--- src/rtl/rom_load_sequencer.sv ---
// rom_load_sequencer
//   Routes SoC game-ROM conduit writes into the NES PRG/CHR ROM write ports.
//   While a load is in progress the NES core is held in reset with its clock
//   enable low. After the conduit has been quiet for IDLE_TIMEOUT cycles the
//   reset is held for RESET_HOLD more cycles and then released. The same hold
//   sequence is used for power-on and for the user pushbutton.
// Ports
//   Clk, Reset        : system clock, synchronous active-high reset
//   prgmr_addr/data   : conduit write address/data
//   prg/chr_prgmr_wren: conduit write requests (levels, rising edge = one write)
//   user_reset        : synchronized pushbutton reset (level)
//   prg_we, chr_we    : one-cycle ROM write strobes
//   rom_waddr/wdata   : ROM write address (masked to target width) and data
//   nes_reset         : NES core reset
//   nes_clk_en        : NES CPU/PPU clock enable
//   load_active       : high while a load is in progress
//   load_done         : one-cycle pulse when a load ends
//   prg/chr_count     : writes accepted in the current load (saturating)
//   error             : sticky load error (collision or out-of-range address)
module rom_load_sequencer #(
    parameter int unsigned PRG_AW       = 15,
    parameter int unsigned CHR_AW       = 13,
    parameter int unsigned IDLE_TIMEOUT = 1024,
    parameter int unsigned RESET_HOLD   = 16,
    parameter int unsigned CNT_W        = 16
) (
    input  logic             Clk,
    input  logic             Reset,
    input  logic [15:0]      prgmr_addr,
    input  logic [7:0]       prgmr_data,
    input  logic             prg_prgmr_wren,
    input  logic             chr_prgmr_wren,
    input  logic             user_reset,
    output logic             prg_we,
    output logic             chr_we,
    output logic [15:0]      rom_waddr,
    output logic [7:0]       rom_wdata,
    output logic             nes_reset,
    output logic             nes_clk_en,
    output logic             load_active,
    output logic             load_done,
    output logic [CNT_W-1:0] prg_count,
    output logic [CNT_W-1:0] chr_count,
    output logic             error
);

    localparam int unsigned IDLE_W = (IDLE_TIMEOUT > 1) ? $clog2(IDLE_TIMEOUT) : 1;
    localparam int unsigned HOLD_W = (RESET_HOLD > 1) ? $clog2(RESET_HOLD) : 1;
    localparam logic [IDLE_W-1:0] IDLE_LAST = IDLE_W'(IDLE_TIMEOUT - 1);
    localparam logic [HOLD_W-1:0] HOLD_INIT = HOLD_W'(RESET_HOLD - 1);
    localparam logic [15:0]       PRG_MASK  = 16'((32'd1 << PRG_AW) - 32'd1);
    localparam logic [15:0]       CHR_MASK  = 16'((32'd1 << CHR_AW) - 32'd1);

    typedef enum logic [1:0] {
        ST_RUN,
        ST_LOAD,
        ST_HOLD
    } state_t;

    state_t state, state_d;

    logic [IDLE_W-1:0] idle_cnt, idle_d;
    logic [HOLD_W-1:0] hold_cnt, hold_d;

    // Input pipeline: r1 is the registered conduit, r2 the previous wren levels.
    logic [15:0] r1_addr;
    logic [7:0]  r1_data;
    logic        r1_prg, r1_chr, r2_prg, r2_chr;

    logic prg_edge_c, chr_edge_c, any_edge_c;
    logic prg_ok_c, chr_ok_c, drop_c, clear_c;

    logic             prg_we_d, chr_we_d, load_done_d, error_d;
    logic [15:0]      rom_waddr_d;
    logic [7:0]       rom_wdata_d;
    logic [CNT_W-1:0] prg_count_d, chr_count_d, prg_base, chr_base;

    // Write classification: a collision or an out-of-range address is dropped.
    always_comb begin
        prg_edge_c = r1_prg & ~r2_prg;
        chr_edge_c = r1_chr & ~r2_chr;
        any_edge_c = prg_edge_c | chr_edge_c;
        prg_ok_c   = prg_edge_c & ~chr_edge_c & ((r1_addr & ~PRG_MASK) == 16'd0);
        chr_ok_c   = chr_edge_c & ~prg_edge_c & ((r1_addr & ~CHR_MASK) == 16'd0);
        drop_c     = any_edge_c & ~(prg_ok_c | chr_ok_c);
    end

    // Next-state and next-output logic.
    always_comb begin
        state_d     = state;
        idle_d      = idle_cnt;
        hold_d      = hold_cnt;
        clear_c     = 1'b0;
        load_done_d = 1'b0;

        case (state)
            ST_RUN: begin
                if (any_edge_c) begin
                    state_d = ST_LOAD;
                    idle_d  = '0;
                    clear_c = 1'b1;
                end else if (user_reset) begin
                    state_d = ST_HOLD;
                    hold_d  = HOLD_INIT;
                end
            end
            ST_LOAD: begin
                if (any_edge_c) begin
                    idle_d = '0;
                end else if (idle_cnt == IDLE_LAST) begin
                    state_d     = ST_HOLD;
                    hold_d      = HOLD_INIT;
                    load_done_d = 1'b1;
                end else begin
                    idle_d = idle_cnt + IDLE_W'(1);
                end
            end
            ST_HOLD: begin
                if (any_edge_c) begin
                    state_d = ST_LOAD;
                    idle_d  = '0;
                end else if (user_reset) begin
                    hold_d = HOLD_INIT;
                end else if (hold_cnt == '0) begin
                    state_d = ST_RUN;
                end else begin
                    hold_d = hold_cnt - HOLD_W'(1);
                end
            end
            default: begin
                state_d = ST_HOLD;
                hold_d  = HOLD_INIT;
            end
        endcase

        // Counts and error restart when a load begins from RUN.
        prg_base    = clear_c ? '0 : prg_count;
        chr_base    = clear_c ? '0 : chr_count;
        prg_count_d = (prg_ok_c && (prg_base != '1)) ? prg_base + CNT_W'(1) : prg_base;
        chr_count_d = (chr_ok_c && (chr_base != '1)) ? chr_base + CNT_W'(1) : chr_base;
        error_d     = clear_c ? drop_c : (error | drop_c);

        prg_we_d    = prg_ok_c;
        chr_we_d    = chr_ok_c;
        rom_waddr_d = rom_waddr;
        rom_wdata_d = rom_wdata;
        if (prg_ok_c) begin
            rom_waddr_d = r1_addr & PRG_MASK;
            rom_wdata_d = r1_data;
        end else if (chr_ok_c) begin
            rom_waddr_d = r1_addr & CHR_MASK;
            rom_wdata_d = r1_data;
        end
    end

    // State, pipeline and registered outputs.
    always_ff @(posedge Clk) begin
        if (Reset) begin
            state       <= ST_HOLD;
            idle_cnt    <= '0;
            hold_cnt    <= HOLD_INIT;
            r1_addr     <= '0;
            r1_data     <= '0;
            r1_prg      <= 1'b0;
            r1_chr      <= 1'b0;
            r2_prg      <= 1'b0;
            r2_chr      <= 1'b0;
            prg_we      <= 1'b0;
            chr_we      <= 1'b0;
            rom_waddr   <= '0;
            rom_wdata   <= '0;
            nes_reset   <= 1'b1;
            nes_clk_en  <= 1'b0;
            load_active <= 1'b0;
            load_done   <= 1'b0;
            prg_count   <= '0;
            chr_count   <= '0;
            error       <= 1'b0;
        end else begin
            state       <= state_d;
            idle_cnt    <= idle_d;
            hold_cnt    <= hold_d;
            r1_addr     <= prgmr_addr;
            r1_data     <= prgmr_data;
            r1_prg      <= prg_prgmr_wren;
            r1_chr      <= chr_prgmr_wren;
            r2_prg      <= r1_prg;
            r2_chr      <= r1_chr;
            prg_we      <= prg_we_d;
            chr_we      <= chr_we_d;
            rom_waddr   <= rom_waddr_d;
            rom_wdata   <= rom_wdata_d;
            nes_reset   <= (state_d != ST_RUN);
            nes_clk_en  <= (state_d == ST_RUN);
            load_active <= (state_d == ST_LOAD);
            load_done   <= load_done_d;
            prg_count   <= prg_count_d;
            chr_count   <= chr_count_d;
            error       <= error_d;
        end
    end

endmodule

--- config.mk ---
export PLATFORM = sky130hd
export DESIGN_NAME = rom_load_sequencer
export DESIGN_NICKNAME = d
export VERILOG_FILES = /design/src/rtl/rom_load_sequencer.sv
export SDC_FILE = /design/constraint.sdc
export NUM_CORES = 1
export LEC_CHECK = 0
export ABC_CLOCK_PERIOD_IN_PS = 6300
export CORE_MARGIN = 8
export CORE_UTILIZATION = 28
export CTS_CLUSTER_DIAMETER = 30
export DETAILED_ROUTE_END_ITERATION = 10
export GPL_ROUTABILITY_DRIVEN = 0
export MAX_ROUTING_LAYER = met4
export SLEW_MARGIN = 0
export SYNTH_ARGS = -nofsm -noshare
export SYNTH_HDL_FRONTEND = slang
export SYNTH_SLANG_ARGS = --single-unit
--- constraint.sdc ---
create_clock -name Clk -period 6.3 [get_ports Clk]
set_input_delay 1.26 -clock Clk [delete_from_list [all_inputs] [get_ports Clk]]
set_output_delay 1.26 -clock Clk [all_outputs]
set_load 0.005 [all_outputs]
Yosys cells after proc, flatten, opt, wreduce, memory -nomap -nowiden
Cells that the tools add are included.
{"block": "classes", "addsub": 4, "n_reduce_logical": 14, "muxes": 32, "eq_ne": 14, "bitwise_logic": 16}
{"op": "$mux 16", "count": 4}
{"op": "$add 16x1->16 const B", "count": 2}
{"op": "$logic_not 16->1", "count": 2}
{"op": "$ne 16x16->1 const B", "count": 2}
{"op": "$mux 10", "count": 3}
{"op": "$mux 15", "count": 2}
{"op": "$mux 4", "count": 7}
{"op": "$pmux 10 s2", "count": 1}
{"op": "$mux 8", "count": 2}
{"op": "$mux 2", "count": 7}
{"op": "$pmux 4 s3", "count": 1}
{"op": "$add 10x1->10 const B", "count": 1}
{"op": "$eq 10x10->1 const B", "count": 1}
{"op": "$ne 2x2->1 const B", "count": 5}
{"op": "$and 1x1->1", "count": 7}
{"op": "$ne 3x3->1 const B", "count": 2}
{"op": "$not 1->1", "count": 6}
{"op": "$pmux 2 s3", "count": 1}
{"op": "$reduce_and 6->1", "count": 1}
{"op": "$reduce_bool 2->1", "count": 3}
{"op": "$eq 2x1->1 const B", "count": 2}
{"op": "$logic_not 2->1", "count": 2}
{"op": "$logic_not 4->1", "count": 1}
{"op": "$mux 1", "count": 4}
{"op": "8 further kinds", "count": 11}
{"block": "totals", "output_inout_bits": 63, "reg_bits": 106}

Depth between registers and ports, before layout
Gate-level depths: netlist of run 1.
{"block": "depth", "ltp_word": 10, "ltp_mapped": 10, "depth_no_buf": 8}

Least setup slack after synthesis of run 1
No wires, ideal clock.
{"block": "synth_timing", "path_type": "reg2reg", "startpoint": "register r2_prg", "endpoint": "register prg_count[12]", "required_time_ns": 6.165, "path_buffers": 1, "setup_slack_ns": 3.835, "arrival_time_ns": 2.330, "stages_incl_launch_ff": 10, "cell_sequence": "dfxtp_1 -> and2b_1 -> o21ai_1 -> buf_2 -> and2_1 -> ha_1 -> nand4_1 -> nand4b_1 -> o311ai_0 -> o41ai_1"}
{"block": "synth_via", "elab_chain_cells": 9, "elab_cells_between_ends": 12, "cone_classes": "add/sub (1); eq/ne (1); mux (4); bitwise (5); reduce/logical (1)"}
{"item": "from (decl)", "line_no": "68", "rtl": "logic r1_prg, r1_chr, r2_prg, r2_chr;"}
{"item": "from (signal assigned)", "line_no": "187", "rtl": "r2_prg <= r1_prg;"}
{"item": "$not 1->1 (*)", "line_no": "80", "rtl": "prg_edge_c = r1_prg & ~r2_prg;"}
{"item": "$and 1x1->1 (*)", "line_no": "80"}
{"item": "branches (longest 6 deep; another with $add 16x1->16)"}
{"item": "$mux 16 (*)", "line_no": "139", "rtl": "prg_count_d = (prg_ok_c && (prg_base != '1)) ? prg_base + CNT_W'(1) : prg_base;"}
{"item": "to (signal assigned)", "line_no": "197", "rtl": "prg_count <= prg_count_d;"}
{"item": "to (decl)", "line_no": "42", "rtl": "output logic [CNT_W-1:0] prg_count,"}
Every way passes the cells marked *.
A chain may end at the register's enable or synchronous reset.

==> results of run 1 <==
-- cell families after synthesis --
group,synth area share
flops,0.476
mux,0.00673
other cells,0.000841
fa+ha+maj,0.0112
xor+xnor,0.0177
buf+inv,0.0334
simple gates,0.286
compound gates,0.168
-- per-layer routing --
metal  wire, microns  vias up  GRT usage  share of wire
li1                -     1945          -              -
met1            5580     1787      0.146           0.47
met2            5360      122      0.183           0.45
met3             718       13     0.0309          0.061
met4             157        0     0.0514          0.013
met5               0        -          -              0
-- power by group --
group / total [uW] / internal, uW / leakage [uW] / switching [uW]
clock: 541 / 274 / 0.000133 / 267
sequential: 703 / 689 / 0.000864 / 14.2
combinational: 114 / 51.6 / 0.000903 / 62.6
total: 1360 / 1010 / 0.00190 / 343
-- stage by stage --
| stage | hold WS, ns | instance area [sq um] | util | power, uW |
|---|---|---|---|---|
| final | 0.434 | 5820 | 0.370 | 1360 |
| after global routing | 0.460 | 5820 | 0.370 | 1420 |
| after CTS | 0.438 | 5820 | 0.370 | 1380 |
| after detailed placement | 0.429 | 5540 | 0.352 | 833 |
| after global placement | 0.419 | 5540 | 0.352 | 830 |
| after floorplan | 0.417 | 4460 | - | 781 |
-- placed cells by master (no fill, tap or decap), drive strengths merged, types with 11 or more instances in the layout --
| master | count |
|---|---|
| nand3 | 26 |
| nor2b | 29 |
| nor2 | 28 |
| o31ai | 13 |
| inv | 13 |
| and2 | 11 |
| or4 | 14 |
| clkdlybuf4s50 | 89 |
| o21ai | 11 |
| nand2 | 72 |
| dfxtp | 106 |
| a21oi | 48 |
-- worst max-delay path: cells and delay by family --
| family | cells | cell delay [ns] |
|---|---|---|
| buf+inv | 3 | 1.05 |
| simple gates | 3 | 0.87 |
-- layout make-up --
type	count	area, sq um	area share
clock inverter	6	51.3	0.00882
timing repair buffer	92	911	0.157
sequential	106	2120	0.365
tap	216	270	0.0465
inverter	11	41.3	0.00710
clock buffer	10	229	0.0394
multi-input combinational	359	2190	0.377
-- worst paths after layout --
path	startpoint	endpoint	slack, ns
setup / recovery	Reset	chr_count[4]$_SDFF_PP0_	3.32
hold / removal	r1_data[7]$_SDFF_PP0_	rom_wdata[7]$_SDFFE_PP0P_	0.43
setup reg to reg	state[1]$_SDFF_PP1_	prg_count[12]$_SDFF_PP0_	3.38
hold reg to reg	r1_data[7]$_SDFF_PP0_	rom_wdata[7]$_SDFFE_PP0P_	0.43
-- flip-flops by register name, summed over array words and instances, names as in the netlist, 2 cells and up --
register	cells
prg_count	16
rom_wdata	8
r1_data	8
state	2
hold_cnt	4
chr_count	16
idle_cnt	10
r1_addr	16
rom_waddr	15
==> reports/qor.yml, run 1 <==
synth:
  syn_avg_cell_area_sq_um: 8.94
  synth.most_common_cell: "dfxtp_1"
  syn-num-nets: 532
  netlist_area_sq_mm: 0.00446
  ys_warn_count: 0
  syn_inst: 499
  synth_cell_types: 65
  synth_flop_cell: "dfxtp_1"
  synthArstFlopShare: 0
  synth-seq-cells: 106
  synth_top_area_frac: 0.476
  synth_largest_area_cell: "dfxtp_1"
  synth_edf_count: 0
  synth_area_leaders: "dfxtp_1, nand2_1, a21oi_1"
  ys_seq_area_frac: 0.476
  ys_top_cells_by_count: "dfxtp_1, nand2_1, a21oi_1"
worst_hold_path:
  hold_class: "reg2reg"
  hold_path_depth: 2
placed_design:
  port_buffers: 90
  dp_cells: 784
  hpwl_microns: 8240
  place_ws_ns: 2.94
global_route:
  antenna_found_initial: 0
  grt.total_usage: 0.119
  overflow: 0
  grt_max_degree: 82
  grt_pass1_wl_microns: 18900
  grt_pass1_vias: 3827
sta:
  slew_headroom: 0.313
  hold_viol_final: 0
  rsz0062_at_grt: "false"
  drv_slew: 0
  setup_ws_ns: 3.32
  setup_tns_ns: 0
  max_freq_mhz: 336
  setup_viol: 0
  worstMarginPinSlew_ns: 1.03
  layout_min_cycle_time_ns: 2.98
  skew_ns: 0.00731
  fin_crit_sh: 0.473
drt:
  vias: 3867
  drt_iter0_markers: 295
  drt-total-wl_microns: 11800
  remaining_drc_errors: 0
  wl_per_cell_microns: 14.8
  viasPerCell: 4.83
  dr.pass1.iters: 5
  ant_nets: 0
worst_setup_path:
  critPathSlowestCell: "buf_4"
  worst-setup-path-type: "in2reg"
  cp_cell_sequence: "buf_2, buf_4, inv_1, nand2_1, or4_1, nand2_1"
  slowest_delay_ns: 0.64
  critPathMostFrequentCell: "nand2_1"
  r2r_cells: 9
  crit_arrival_ns: 3.23
  crit_path_end_kind: "flip-flop"
  critical_path.max_fanout: 81
  cp-start-kind: "input pin"
  required_ns: 6.55
power_and_ir_drop:
  power_density_mw_per_mm2: 233
  leakage_uw: 0.00190
  vdd_drop_max_mv: 0.138
floorplanning:
  io_pins: 92
  die_y_microns: 142
  start_util: 0.284
  rows: 46
  die-width_microns: 142
  coreArea_sq_mm: 0.0157
  die_area_sq_mm: 0.0202
finish:
  drive_gt1_frac: 0.0599
  fill_cells: 1580
  instances_no_fill: 800
  area_growth_syn_to_layout_pct: 30.4
  fin_nets: 612
  diodes: 0
clock_network:
  ctsLongestPathBuffers: 2
  cts_root_buf: "clkbuf_16"
  cts_max_level: 3
  post_cts_buffers: 0
  cts_tree: "built"
  cts_buffers: 9
  cts-resized-gates: 0
  cts_num_sinks: 106
  worstSkewPairLatency_ns: 0.35
  path_clk_slew_ns: 0.07
  cts_hold_buffers: 0
outcome:
  status: "completed"
flow_run:
  cap_violations: 0
No activity file was read; power rests on OpenSTA's default activity.
==> run 2, diff against run 1 <==
ABC_CLOCK_PERIOD_IN_PS = 2620   (was 6300)
clock period = 2.62 ns   (was 6.3 ns; I/O delays follow)
==> run 2 against run 1 <==
Effect of this change:
- clock-buffer cell count unchanged
- critical path depth up 3
- combinational power rose to 2.6 times the previous value
- register-to-register slack worse by 3.2 ns
- global-route usage up 0.19 points
- critical path type is now reg2reg
==> reports/qor.yml, run 2 (synthesis gave the netlist of run 1 again) <==
clock_network:
  ctsLongestPathBuffers: 2  # unchanged
  path_clk_slew_ns: 0.07  # about the same
  worstSkewPairLatency_ns: 0.34  # was 0.35 ns
  cts_num_sinks: 106  # unchanged
  cts_buffers: 9  # unchanged
  cts_hold_buffers: 0  # unchanged
  cts_tree: "built"  # unchanged
  cts_max_level: 3  # unchanged
  cts_root_buf: "clkbuf_16"  # unchanged
drt:
  drt_iter0_markers: 256  # was 295
  dr.pass1.iters: 4  # was 5
  remaining_drc_errors: 0  # unchanged
  vias: 3948  # was 3867
  ant_nets: 0  # unchanged
  viasPerCell: 4.85  # was 4.83
  wl_per_cell_microns: 14.5  # was 14.8 microns
  drt-total-wl_microns: 11800  # about the same
sta:
  skew_ns: 0.00974  # was 0.00731 ns
  rsz0062_at_grt: "true"  # was false
  slew_headroom: 0.507  # was 0.313
  setup_ws_ns: 0.198  # was 3.32 ns
  setup_viol: 0  # unchanged
  hold_viol_final: 0  # unchanged
  layout_min_cycle_time_ns: 2.42
  max_freq_mhz: 413
  drv_slew: 0  # unchanged
  worstMarginPinSlew_ns: 0.732  # was 1.03 ns
  fin_crit_sh: 0.924
global_route:
  grt.busiest_layer: "met2"  # unchanged
  grt_pass1_vias: 3919  # was 3827
  use_met2: 0.190  # was 0.183
  overflow: 0  # unchanged
  grt.total_usage: 0.121  # was 0.119
  grt_max_degree: 53  # was 82
  met1_usage: 0.141  # was 0.146
  antenna_found_initial: 1  # was 0
  grt_pass1_wl_microns: 19400  # was 18900 microns
  use_met3: 0.0456  # was 0.0309
floorplanning:
  die_area_sq_mm: 0.0202  # unchanged
  rows: 46  # unchanged
  coreArea_sq_mm: 0.0157  # unchanged
  die_y_microns: 142  # unchanged
  io_pins: 92  # unchanged
  start_util: 0.284  # unchanged
  die-width_microns: 142  # unchanged
finish:
  instances_no_fill: 814  # was 800
  final_common_cell: "dfxtp_1"  # unchanged
  final_cell_mix: "dfxtp_1, clkdlybuf4s50_1, nand2_1"  # unchanged
  fin_nets: 625  # was 612
  area_growth_syn_to_layout_pct: 33.9  # was 30.4%
  fill_cells: 1568  # was 1580
  drive_gt1_frac: 0.0838  # was 0.0599
  seq_area_sq_mm: 0.00212  # about the same
  multiInputGateArea_sq_mm: 0.00219  # unchanged
  final_area_sq_mm: 0.00597  # was 0.00582 sq mm
  largestRegisters: "chr_count (16), prg_count (16), r1_addr (16)"  # unchanged
outcome:
  status: "completed"  # unchanged
worst_setup_path:
  critical_path.max_fanout: 9  # was 81
  crit_arrival_ns: 2.64  # was 3.23 ns
  cp-start-kind: "flip-flop"  # was input pin
  r2r-start: "r2_chr$_SDFF_PP0_"  # was state[1]$_SDFF_PP1_
  worst-setup-path-type: "reg2reg"  # was in2reg
  crit_path_end_kind: "flip-flop"  # unchanged
  critPathLaunch: "r2_chr$_SDFF_PP0_"  # was Reset
  rrSetupSlack_ns: 0.20  # was 3.38 ns
  required_ns: 2.84  # was 6.55 ns
placed_design:
  hpwl_microns: 8520  # was 8240 microns
  place_ws_ns: 0.0795  # was 2.94 ns
  dp_cells: 794  # was 784
  dpl-instance-area_sq_mm: 0.00561  # was 0.00554 sq mm
  port_buffers: 90  # unchanged
power_and_ir_drop:
  power_density_mw_per_mm2: 582  # was 233 mW/mm^2
  power_uw: 3470  # was 1360 uW
  vdd_drop_max_mv: 0.383  # was 0.138 mV
  leakage_uw: 0.00199  # was 0.00190 uW
worst_hold_path:
  hold_class: "reg2reg"  # unchanged
  min-delay-start: "r1_data[1]$_SDFF_PP0_"  # was r1_data[7]$_SDFF_PP0_
flow_run:
  cap_violations: 0  # unchanged
-- run 2: worst paths after layout --
| check | to | cells after the start |
|---|---|---|
| worst min register to register | rom_wdata[1]$_SDFFE_PP0P_ | 2 |
| worst max-delay path | chr_count[2]$_SDFF_PP0_ | 9 |
| worst max register to register | chr_count[2]$_SDFF_PP0_ | 9 |
| worst min-delay path | rom_wdata[1]$_SDFFE_PP0P_ | 2 |
-- run 2: area by class of cell --
type | count | share of cell area
multi-input combinational | 359 | 0.367
sequential | 106 | 0.355
timing repair buffer | 105 | 0.169
tap | 216 | 0.0452
clock buffer | 10 | 0.0400
clock inverter | 6 | 0.0161
inverter | 11 | 0.00691
antenna | 1 | 0.000419
-- run 2: where the power goes --
part | leakage [uW] | switching [uW] | internal (uW) | total, uW
clock | 0.000161 | 620 | 876 | 1500
sequential | 0.000864 | 24.3 | 1660 | 1680
combinational | 0.000964 | 161 | 137 | 298
total | 0.00199 | 806 | 2670 | 3470
-- run 2: metal layers --
metal	routed length, microns	vias to the layer above	share of wire
li1	-	1981	-
met2	5520	98	0.47
met1	5290	1853	0.45
met5	0	-	0
met4	195	0	0.016
met3	840	16	0.071
-- run 2: timing repair --
action                     in CTS  in global routing
setup endpoints to repair       0                  6
setup buffers                   0                  3
resized for setup               0                  1
-- run 2: metrics by stage --
step / hold WS, ns / TNS, ns / utilization
global route: 0.452 / -0.0286 / 0.380
global placement: 0.420 / 0 / 0.357
finish: 0.434 / 0 / 0.380
CTS: 0.436 / 0 / 0.379
detailed placement: 0.424 / 0 / 0.357
floorplan: 0.417 / 0 / -
-- run 2: critical path: stages, from the launching register on --
cell      delay (ns)
dfxtp_1         0.34
and2b_4         0.22
o21ai_1         0.25
buf_4           0.22
and2_1          0.18
ha_1            0.20
nand4_1         0.15
o311ai_1        0.51
xnor2_1         0.18
nor2_1          0.05
==> RTL edit 1: new RTL, settings of run 1 <==
Set the parameter `PRG_AW` to 7 (it was 15).
--- a/src/rtl/rom_load_sequencer.sv
+++ b/src/rtl/rom_load_sequencer.sv
@@ -19,5 +19,5 @@
 //   error             : sticky load error (collision or out-of-range address)
 module rom_load_sequencer #(
-    parameter int unsigned PRG_AW       = 15,
+    parameter int unsigned PRG_AW       = 7,
     parameter int unsigned CHR_AW       = 13,
     parameter int unsigned IDLE_TIMEOUT = 1024,
Behaviour: not the same (Yosys sat finds a counterexample within 4 cycles, from zero or initial values and one cycle with Reset high).
==> RTL edit 1 against run 1 <==
  * Area after synthesis is 1.4% lower
  * Cell area shrank 1.2%
  * Setup slack better by 0.11 ns
  * Total power is 1.6% lower
  * Core utilization fell by 0.16 points
  * Maximum frequency grew 3.7%
  * First-iteration DRC count is 17% lower
  * Hold slack gained 0.026 ns
  * Sequential share of layout area fell by 0.27 points
  * Routed wire length is 3.2% lower
  * Count of clock-buffer cells in the layout decreased by 1
  * Sequential cell count is 2 lower
  * Largest cell class unchanged
  * Highest routed layer unchanged
==> RTL edit 1: results (changes against run 1) <==
Critical path
  • Critical Path AT: 3.10 ns (was 3.23 ns)
  • Setup crit end: prg_count[11] (was chr_count[4])
  • Max FO, Critical Path: 18 (was 81)
  • Worst Reg-to-Reg Cells: 10 (was 9)
  • Reg-to-reg slack, setup: 3.43 ns (was 3.38 ns)
  • Critical Path Start: state[0] (was Reset)

Synthesis
  • Fraction of registers with async set or reset after synthesis: 0 (unchanged)
  • Top post-synthesis cells by count: dfxtp_1 (104), nor2_1 (41), nand2_1 (35), a21oi_1 (33), nor2b_1 (31) (was dfxtp_1 (106), nand2_1 (72), a21oi_1 (47), nor2b_1 (29), nor2_1 (28))
  • Yosys warning count: 0 (unchanged)
  • Top cells by area, synth: dfxtp_1 (47%), nor2b_1 (4.4%), mux2i_1 (4.3%) (was dfxtp_1 (48%), nand2_1 (6.1%), a21oi_1 (5.3%))
  • Seq/Total Area, Yosys: 0.474 (was 0.476)
  • Netlist cell types: 62 (was 65)

Clock tree
  • Skew-Pair Late Insertion Delay: 0.35 ns (about the same)
  • Clk pin slew, worst setup/hold paths: 0.07 ns (about the same)
  • CTS Buf Count: 9 (unchanged)
  • Post-CTS Setup Inserts: 0 (unchanged)
  • Root Driver: clkbuf_16 (unchanged)
  • Post-CTS sizing: 0 (unchanged)
  • Worst-case clock buffer depth: 2 (unchanged)
  • H-tree levels: 3 (unchanged)

Final layout
  • Fillcell total: 1582 (was 1580)
  • Diodes inserted: 0 (unchanged)
  • Share of cells above drive strength 1: 0.0576 (was 0.0599)
  • Fin nets: 601 (was 612)
  • Biggest regs: chr_count x16, prg_count x16, r1_addr x16 (unchanged)

Run status
  • Status: finished clean (unchanged)

Place
  • Placed Area: 5450 sq um (was 5540 sq um)
  • DP HPWL: 8480 um (was 8240 um)
  • IO Port Bufs: 88 (was 90)

Route
  • First-pass DRT Iterations: 4 (was 5)
  • Initial DRC count: 244 (was 295)
  • DR vias/cell: 4.85 (was 4.83)
  • Wire per inst: 14.5 um (was 14.8 um)

Global route
  • All-layer global routing usage: 0.118 (was 0.119)
  • Pin count of the biggest net entering global routing: 40 (was 82)
  • Vias in the first global route: 3753 (was 3827)
  • Antenna violations before repair: 0 (unchanged)
  • First-pass GRT wire length: 18600 um (was 18900 um)

STA
  • Max-slew headroom: 0.429 (was 0.313)
  • Final clock skew: 0.00889 ns (was 0.00731 ns)

Power and ir drop
  • Leakage: 1.90 nW (about the same)
  • VDD IR-drop max: 0.000122 V (was 0.000138 V)

Min path
  • HP Class: flop to flop (unchanged)
==> RTL edit 1: where the power goes <==
group          total (W)  switching, W  internal (W)
clock network   0.000551      0.000270      0.000281
registers       0.000686     0.0000122      0.000674
logic          0.0000989     0.0000527     0.0000461
==> RTL edit 1: kinds of logic after synthesis <==
logic type / synth area share
buffers and inverters: 0.0398
DFF: 0.474
AOI/OAI and AO/OA: 0.151
xor gates and xnor gates: 0.0120
and+or+nand+nor: 0.269
other: 0.000853
adders and majority gates: 0.0114
muxes: 0.0433
==> RTL edit 1: through the flow <==
stage	std cells	hold WS, ns	setup slack, ns	util
floorplan	491	0.432	3.67	-
global placement	773	0.444	3.14	0.350
detailed placement	773	0.454	3.06	0.350
CTS	789	0.461	3.42	0.369
global route	789	0.485	3.17	0.369
finish	789	0.460	3.43	0.369
==> RTL edit 1: final cells by class <==
class,instances,area [sq um],share of cell area
clock buffers,9,225,0.0392
clock inverters,7,71.3,0.0124
inverters,15,56.3,0.00979
multi-input cells,347,2150,0.373
flip-flops and latches,104,2080,0.362
well taps,216,270,0.0470
repair buffers,91,898,0.156
==> RTL edit 1: worst min-delay path by stage <==
stage                      from       endpoint  slack [ns]  cells past startpoint
floorplan           r1_addr[12]  rom_waddr[12]        0.43                      2
CTS                 r1_addr[11]  rom_waddr[11]        0.46                      2
finish              r1_addr[11]  rom_waddr[11]        0.46                      2
global placement     r1_addr[5]   rom_waddr[5]        0.44                      2
global route         r1_data[3]   rom_wdata[3]        0.48                      2
detailed placement  r1_addr[12]  rom_waddr[12]        0.45                      2
==> RTL edit 1: critical path, stage by stage, from the launching register on <==
cell      delay, ns
dfxtp_1        0.59
nor2_1         0.13
o21ai_1        0.17
buf_4          0.28
and2_1         0.19
ha_1           0.22
nand3_1        0.14
nor2_1         0.19
and3_1         0.53
o311ai_0       0.21
o41ai_1        0.11
==> RTL edit 1: metal layers <==
metal  GRT usage  share of wire
met5           -              0
met4      0.0532          0.018
met3      0.0245          0.051
met2       0.177           0.44
met1       0.151           0.49
==> RTL edit 2: new RTL, settings of run 1 <==
Without the edit above. The 3 states of `state_t` get a one-hot encoding in 3 bits.
--- a/src/rtl/rom_load_sequencer.sv
+++ b/src/rtl/rom_load_sequencer.sv
@@ -52,8 +52,8 @@
     localparam logic [15:0]       CHR_MASK  = 16'((32'd1 << CHR_AW) - 32'd1);
 
-    typedef enum logic [1:0] {
-        ST_RUN,
-        ST_LOAD,
-        ST_HOLD
+    typedef enum logic [2:0] {
+        ST_RUN  = 3'b001,
+        ST_LOAD = 3'b010,
+        ST_HOLD = 3'b100
     } state_t;
 
Function: same outputs for any inputs over 10 cycles, from zero or initial values and one cycle with Reset high; not proved beyond that.
==> RTL edit 2 against run 1 <==
  * Largest power group unchanged
  * Sequential cell count rose by 1
  * Combinational power fell by 9.6%
  * Synthesized cell count rose by 0.80%
  * Routed wire length fell by 2.1%
  * Cell area fell by 1.2%
  * Total power fell by 1.6%
  * Core utilization rose by 0.63 points
  * Register-to-register slack got worse by 0.15 ns
  * Setup slack got worse by 0.092 ns
  * Clock power fell by 2%
  * Area after synthesis fell by 1.7%
  * Highest routed layer unchanged
  * Hold slack improved by 0.0037 ns
==> RTL edit 2: results (changes against run 1) <==
Place
  • Cells after DPL: 784 (unchanged)
  • IO Port Bufs: 90 (unchanged)
  • Pre-CTS setup slack: 3.18 ns (was 2.94 ns)
  • DP HPWL: 8460 um (was 8240 um)

Global route
  • First-pass GRT wire length: 19000 um (was 18900 um)
  • Vias in the first global route: 3801 (was 3827)
  • Antenna violations before repair: 0 (unchanged)
  • All-layer global routing usage: 0.120 (was 0.119)
  • Pin count of the biggest net entering global routing: 88 (was 82)

STA
  • Final clock skew: 0.00672 ns (was 0.00731 ns)
  • Worst slew pin tran: 1.01 ns (was 1.03 ns)
  • F_max: 0.326 GHz (was 0.336 GHz)

Clock tree
  • Clk pin slew, worst setup/hold paths: 0.07 ns (about the same)
  • Post-CTS Setup Inserts: 0 (unchanged)
  • Worst-case clock buffer depth: 2 (unchanged)
  • Root Driver: clkbuf_16 (unchanged)
  • Skew-Pair Late Insertion Delay: 0.34 ns
  • H-tree levels: 3 (unchanged)
  • CTS Buf Count: 9 (unchanged)

Route
  • DR vias/cell: 4.89 (was 4.83)
  • First-pass DRT Iterations: 5 (unchanged)
  • Wire per inst: 14.5 um (was 14.8 um)
  • Initial DRC count: 240 (was 295)

Critical path
  • Worst Setup End Kind: flop (unchanged)
  • CP Launch Type: flop (was primary input)
  • Critical Path AT: 3.27 ns (was 3.23 ns)
  • Crit Reg-Reg Startpoint: r2_prg (was state[1])
  • FF-to-FF End: chr_count[1] (was prg_count[12])
  • Worst Reg-to-Reg Cells: 9 (unchanged)
  • Max FO, Critical Path: 16 (was 81)

Final layout
  • Diodes inserted: 0 (unchanged)
  • Fillcell total: 1551 (was 1580)
  • Biggest regs: chr_count x16, prg_count x16, r1_addr x16 (unchanged)
  • Share of cells above drive strength 1: 0.0492 (was 0.0599)
  • Layout Cells excl Fill: 800 (unchanged)
  • Fin nets: 617 (was 612)

Synthesis
  • Top post-synthesis cells by count: dfxtp_1 (107), nand2_1 (74), a21oi_1 (53), nor2b_1 (31), nor2_1 (25) (was dfxtp_1 (106), nand2_1 (72), a21oi_1 (47), nor2b_1 (29), nor2_1 (28))
  • Post-synthesis xor/xnor area fraction: 0.00399 (was 0.0177)
  • Seq/Total Area, Yosys: 0.488 (was 0.476)
  • Post-Synthesis Cells: 503 (was 499)
  • Synth Area in Compound Gates: 0.164 (was 0.168)
  • Post-Synth Adder-Cell Area: 0.0114 (was 0.0112)
  • Top cells by area, synth: dfxtp_1 (49%), nand2_1 (6.3%), a21oi_1 (6.0%) (was dfxtp_1 (48%), nand2_1 (6.1%), a21oi_1 (5.3%))
  • Fraction of registers with async set or reset after synthesis: 0 (unchanged)
  • Netlist cell types: 57 (was 65)
  • Post-synthesis mux area share: 0.00913 (was 0.00673)
  • Yosys warning count: 0 (unchanged)
  • Mapped Nets: 536 (was 532)

Run status
  • Status: finished clean (unchanged)

Power and ir drop
  • VDD IR-drop max: 0.000114 V (was 0.000138 V)
  • Leakage: 1.91 nW (was 1.90 nW)
  • Net switching power: 0.000320 W (was 0.000343 W)

Min path
  • HP Class: flop to flop (unchanged)
  • Hold depth: 2 (unchanged)
## RTL edit 2: layer usage
layer / global-route usage / part of all wire
met1: 0.143 / 0.47
met2: 0.190 / 0.47
met3: 0.0365 / 0.051
met4: 0.0402 / 0.013
met5: - / 0
## RTL edit 2: critical path, cell delays in order (launching register included)
cell and delay, ns:
dfxtp_1 0.31, nand2b_1 0.33, a21o_1 0.45, and2_1 0.23, ha_1 0.17, nand3_1 0.13, nor4_2 0.67, a31o_2 0.35
mux2i_1 0.20, nor2_1 0.06
## RTL edit 2: kinds of logic after synthesis
kind of cell / Yosys count
simple gates: 241
compound gates: 117
flops: 107
buf+inv: 27
fa+ha+maj: 4
mux: 4
xor+xnor: 2
other cells: 1
## RTL edit 2: cell type report
| type | instances | area share |
|---|---|---|
| Timing Repair Buffer | 92 | 0.159 |
| Inverter | 5 | 0.00327 |
| Clock inverter | 6 | 0.00871 |
| Tap cell | 211 | 0.0459 |
| Sequential cell | 107 | 0.373 |
| Multi-Input combinational cell | 369 | 0.371 |
| Clock buffer | 10 | 0.0398 |
## RTL edit 2: worst min path at each step
stage	startpoint	end	slack, ns
after floorplan	r1_addr[0]	rom_waddr[0]	0.42
after global placement	r1_addr[7]	rom_waddr[7]	0.42
after detailed placement	r1_addr[1]	rom_waddr[1]	0.43
after CTS	r1_addr[1]	rom_waddr[1]	0.44
after global routing	r1_addr[2]	rom_waddr[2]	0.45
final	r1_addr[1]	rom_waddr[1]	0.44
## RTL edit 2: power groups by stage
| stage | sequential [W] | clock [W] | combinational (W) |
|---|---|---|---|
| finish | 0.000704 | 0.000529 | 0.000103 |
| global route | 0.000707 | 0.000578 | 0.000114 |
| CTS | 0.000705 | 0.000550 | 0.000105 |
| detailed placement | 0.000720 | 0 | 0.000104 |
| global placement | 0.000720 | 0 | 0.000102 |
| floorplan | 0.000718 | 0 | 0.0000566 |
## RTL edit 2: stage by stage
step           area, sq um  utilization
2_1_floorplan         4390            -
3_3_place_gp          5470        0.358
3_5_place_dp          5470        0.358
4_1_cts               5750        0.377
5_1_grt               5750        0.377
6_report              5750        0.377
